<file path="config.mk">
export PLATFORM = sky130hd
export DESIGN_NAME = gcd_controller
export DESIGN_NICKNAME = d
export VERILOG_FILES = /design/src/rtl/gcd_controller.sv
export SDC_FILE = /design/constraint.sdc
export NUM_CORES = 1
export LEC_CHECK = 0
export CORE_AREA = 2 2 39 41
export CTS_BUF_LIST = sky130_fd_sc_hd__clkbuf_8
export DETAILED_ROUTE_END_ITERATION = 6
export DIE_AREA = 0 0 41 43
export GPL_TIMING_DRIVEN = 0
export PLACE_DENSITY = 0.53
export SYNTH_ARGS = -nofsm -noshare
export SYNTH_HDL_FRONTEND = slang
export SYNTH_SLANG_ARGS = --single-unit
</file>
<file path="constraint.sdc">
create_clock -name clk -period 1.4 [get_ports clk]
set_input_delay 0.28 -clock clk [delete_from_list [all_inputs] [get_ports clk]]
set_output_delay 0.28 -clock clk [all_outputs]
set_load 0.05 [all_outputs]
</file>
<file path="src/rtl/gcd_controller.sv">
`timescale 1ns/1ps
// gcd_controller
// Control FSM for a subtractive GCD datapath. The datapath holds X and Y
// registers and reports X != Y and X < Y. This block sequences the loads:
// it loads the operands, subtracts the smaller register from the larger
// until they are equal, then latches the result into d_o.
//
// Optional feature: define GCD_TIMEOUT_EN to add an 8-bit iteration counter.
// After 255 subtract cycles without convergence, the FSM ends in DONE with
// err=1 and does not pulse d_o_ld. Without the macro, err is tied to 0 and
// the loop has no bound.
//
// Ports:
//   clk      - clock; all state changes on the rising edge
//   reset    - asynchronous active-high reset, forces IDLE
//   go       - start request, level handshake (read only in IDLE/DONE)
//   x_neq_y  - datapath flag X != Y (read only in CHECK)
//   x_lt_y   - datapath flag X <  Y (read only in CHECK)
//   x_ld     - X register load enable
//   y_ld     - Y register load enable
//   x_sel    - X mux select: 0 = x_i, 1 = X-Y
//   y_sel    - Y mux select: 0 = y_i, 1 = Y-X
//   d_o_ld   - result register load enable
//   enable   - d_o output enable
//   busy     - operation in progress
//   done     - result valid
//   err      - timeout flag (GCD_TIMEOUT_EN only, else 0)
module gcd_controller (
    input  logic clk,
    input  logic reset,
    input  logic go,
    input  logic x_neq_y,
    input  logic x_lt_y,
    output logic x_ld,
    output logic y_ld,
    output logic x_sel,
    output logic y_sel,
    output logic d_o_ld,
    output logic enable,
    output logic busy,
    output logic done,
    output logic err
);

    typedef enum logic [2:0] {
        IDLE  = 3'd0,
        INIT  = 3'd1,
        CHECK = 3'd2,
        UPDX  = 3'd3,
        UPDY  = 3'd4,
        LATCH = 3'd5,
        DONE  = 3'd6
    } state_t;

    state_t state;
    state_t state_nxt;
    logic   timeout_hit;

`ifdef GCD_TIMEOUT_EN
    logic [7:0] iter_cnt;
    logic       err_q;

    // The loop is abandoned only while the registers still differ. A run
    // that converges exactly on the 255th update still ends normally.
    assign timeout_hit = (state == CHECK) && x_neq_y && (iter_cnt == 8'hFF);

    always_ff @(posedge clk or posedge reset) begin
        if (reset) begin
            iter_cnt <= 8'd0;
        end else if (state == INIT) begin
            iter_cnt <= 8'd0;
        end else if (((state == UPDX) || (state == UPDY)) && (iter_cnt != 8'hFF)) begin
            iter_cnt <= iter_cnt + 8'd1;
        end
    end

    // err marks a DONE that was reached by timeout. It is set on the edge
    // that enters DONE and cleared on the edge that leaves it.
    always_ff @(posedge clk or posedge reset) begin
        if (reset) begin
            err_q <= 1'b0;
        end else if (timeout_hit) begin
            err_q <= 1'b1;
        end else if (state_nxt != DONE) begin
            err_q <= 1'b0;
        end
    end

    assign err = err_q;
`else
    assign timeout_hit = 1'b0;
    assign err         = 1'b0;
`endif

    always_ff @(posedge clk or posedge reset) begin
        if (reset) begin
            state <= IDLE;
        end else begin
            state <= state_nxt;
        end
    end

    always_comb begin
        state_nxt = state;
        x_ld      = 1'b0;
        y_ld      = 1'b0;
        x_sel     = 1'b0;
        y_sel     = 1'b0;
        d_o_ld    = 1'b0;
        enable    = 1'b0;
        busy      = 1'b0;
        done      = 1'b0;
        case (state)
            IDLE: begin
                if (go) state_nxt = INIT;
            end
            INIT: begin
                x_ld      = 1'b1;
                y_ld      = 1'b1;
                busy      = 1'b1;
                state_nxt = CHECK;
            end
            CHECK: begin
                busy = 1'b1;
                if (!x_neq_y)        state_nxt = LATCH;
                else if (timeout_hit) state_nxt = DONE;
                else if (x_lt_y)     state_nxt = UPDY;
                else                 state_nxt = UPDX;
            end
            UPDX: begin
                x_ld      = 1'b1;
                x_sel     = 1'b1;
                busy      = 1'b1;
                state_nxt = CHECK;
            end
            UPDY: begin
                y_ld      = 1'b1;
                y_sel     = 1'b1;
                busy      = 1'b1;
                state_nxt = CHECK;
            end
            LATCH: begin
                d_o_ld    = 1'b1;
                busy      = 1'b1;
                state_nxt = DONE;
            end
            DONE: begin
                done   = 1'b1;
                enable = 1'b1;
                // A restart requires go to drop first.
                if (!go) state_nxt = IDLE;
            end
            default: begin
                state_nxt = IDLE;
            end
        endcase
    end

endmodule

</file>
==> results.md, run 1 <==
- Status: finished with violations
- Failing checks: setup timing
- Router iterations before antenna repair: 3
- Largest reg by FF count: state
- Slew Limit Fails: 0
- Vias in the first global route: 286
- Final hold vios: 0
- Worst-Skew Late Latency: 0.22 ns
- Post-synth cell types: 20
- Global-route wire length before repair: 1.17 mm
- Startpoint Class: register
- TritonCTS buffer count: 3
- Required time of the worst setup path: 1.12 ns
- CTS tree: done
- Layout cells sized above 1: 58.0%
- Initial core utilization: 17.6%
- Die height: 43 um
- Crit. Startpoint: state[1]
- Cell repeated most along the worst path: buf_6
- WL final: 639 um
- Chip width: 41 um
- Synth Instances: 30
- Slowest-stage cell, CP: dfrtp_1
- # diodes: 0
- GP Congestion: 0.621
- CP arrival: 1.14 ns
- Layout area overhead: 115%
- RSZ-0062 raised after global routing: yes
- Buffers & Inverters on Critical Path: 2
- Post-synthesis sequential area ratio: 30.8%
- CTS Hold Bufs: 0
- Wirelength per Cell: 9.68 um
- Number of I/O pins: 14
- Kind of end point of the critical path: output pin
- Setup violators final: 5
- Worst setup margin: -0.0225 ns
- Clk root buf: clkbuf_8
- Max frequency: 703 MHz
- DR DRC count: 0
- Vias: 265
- Mapped cell area: 244 um^2
- Largest net degree at the start of global routing: 9
- Max clock buf depth: 2
- Synthesized net count: 35
- CP peak stage delay: 0.38 ns
- Die footprint: 1760 um^2
- Commonest non-fill, non-tap cell in the layout: buf_6
- R2R Path Start: state[1]
- Dpl cells: 58
- Fin cells: 66
- Initial DRC Count: 2
- Fin Clk Skew: 0.00106 ns
- CP Class: reg -> out
- Synth warn: 0
- Remaining antenna violation count after routing: 0
- Total grt overflow: 0
- All-Layer GR Usage: 9.86%
- Mean post-synth cell area: 8.13 um^2
- Clk pin slew, worst setup/hold paths: 0.03 ns
- I/O Buffers: 12
- Final worst-path cycle share: 102%
- Num rows: 14
- Min-Delay Path Class: in -> async
- Largest regs: state x3
- DP HPWL: 401 um
- Crit path cell chain: buf_6 > and3b_2 > buf_6
- Post-DR vias/cell: 4.02
- Clock Sinks: 3
- Commonest cells after routing, fill and taps aside: buf_6 (9), buf_4 (4), clkdlybuf4s50_1 (4)
- Tmin final: 1.42 ns
- H-tree levels: 1
- Crit path max-delay family: flip-flops
- #FFs+latches synth: 3
- Setup WS pre-CTS: -0.520 ns
- CP Max Fanout: 8
- CORE AREA: 1380 um^2
- Initial antenna violation count: 0
- Max-cap violations: 0
- Final net count: 56
- Largest register FFs: 3
[kinds of logic (layout without fill, tap and decap cells)]
kind of cell | Yosys count | after routing | synth area share (%)
flops | 3 | 3 | 30.8
other cells | 1 | 1 | 1.54
xor+xnor | 1 | 1 | 3.59
compound gates | 3 | 3 | 10.3
simple gates | 15 | 15 | 37.4
buf+inv | 7 | 27 | 16.4
[Yosys cell counts]
library cell,n,area share (%)
nor4_1,1,2.6
or3b_1,1,3.6
dfrtp_1,3,31
inv_1,2,3.1
and3b_1,2,7.2
conb_1,1,1.5
buf_4,3,9.2
nor3b_1,1,3.1
and2_1,1,2.6
nor2_1,3,4.6
nand2b_1,1,2.6
xnor2_1,1,3.6
nor3_1,1,2.0
o32a_1,1,4.1
a21oi_1,1,2.0
nand2_1,1,1.5
buf_2,2,4.1
a41o_1,1,4.1
nor2b_1,2,5.1
and3_1,1,2.6
[metrics by stage]
step                utilization [%]  hold slack (ns)  instance area, um^2  setup TNS (ns)
floorplan                         -           0.0336                  278          -0.185
global placement               30.2            0.458                  418           -3.61
detailed placement             30.2            0.460                  418           -3.60
CTS                            37.9            0.230                  524          -0.160
global route                   38.0            0.255                  526          -0.408
finish                         38.0            0.229                  526         -0.0588
[what timing repair did]
item,in CTS,in global routing
cloned,2,0
pin swaps,1,1
setup endpoints to repair,8,8
buffers inserted,2,0
resized for setup,64,1
hold endpoints to repair,0,0
[layer usage]
| metal | vias to the layer above | share of wire (%) | GRT usage [%] |
|---|---|---|---|
| li1 | 136 | - | - |
| met1 | 118 | 48 | 12.3 |
| met2 | 9 | 44 | 14.1 |
| met3 | 2 | 6.4 | 3.14 |
| met4 | 0 | 1.7 | 6.00 |
| met5 | - | 0 | 0 |
[area by class of cell]
cell class | instances | area [um^2]
plain buffers | 5 | 52.6
clock buffers | 3 | 41.3
clock inverters | 1 | 3.75
fillers | 144 | 858
inverters | 2 | 7.51
multi-input cells | 20 | 166
flip-flops and latches | 3 | 75.1
well taps | 16 | 20.0
repair buffers | 16 | 159
[worst paths after layout]
check | to | slack, ns | cells after the start
max | d_o_ld | -0.02 | 3
min | state[2] | 0.23 | 2
max reg2reg | state[0] | 0.25 | 4
min reg2reg | state[0] | 0.61 | 2
max in group asynchronous | state[1] | 1.04 | 2
min in group clk | state[0] | 0.61 | 2
Power of run 1 is left out: the tool's default activity adds up to more than one toggle a clock period on the data nets, which glitch-free logic cannot reach.
==> inputs of run 2 (changes only) <==
--- a/config.mk
+++ b/config.mk
@@ -5,6 +5,7 @@
 export SDC_FILE = /design/constraint.sdc
 export NUM_CORES = 1
 export LEC_CHECK = 0
+export CAP_MARGIN = 20
 export CORE_AREA = 2 2 39 41
 export CTS_BUF_LIST = sky130_fd_sc_hd__clkbuf_8
 export DETAILED_ROUTE_END_ITERATION = 6
==> results of run 2 <==
Final layout, timing and power as in run 1 (identical DEF).
Power of run 2 is left out for the same reason.
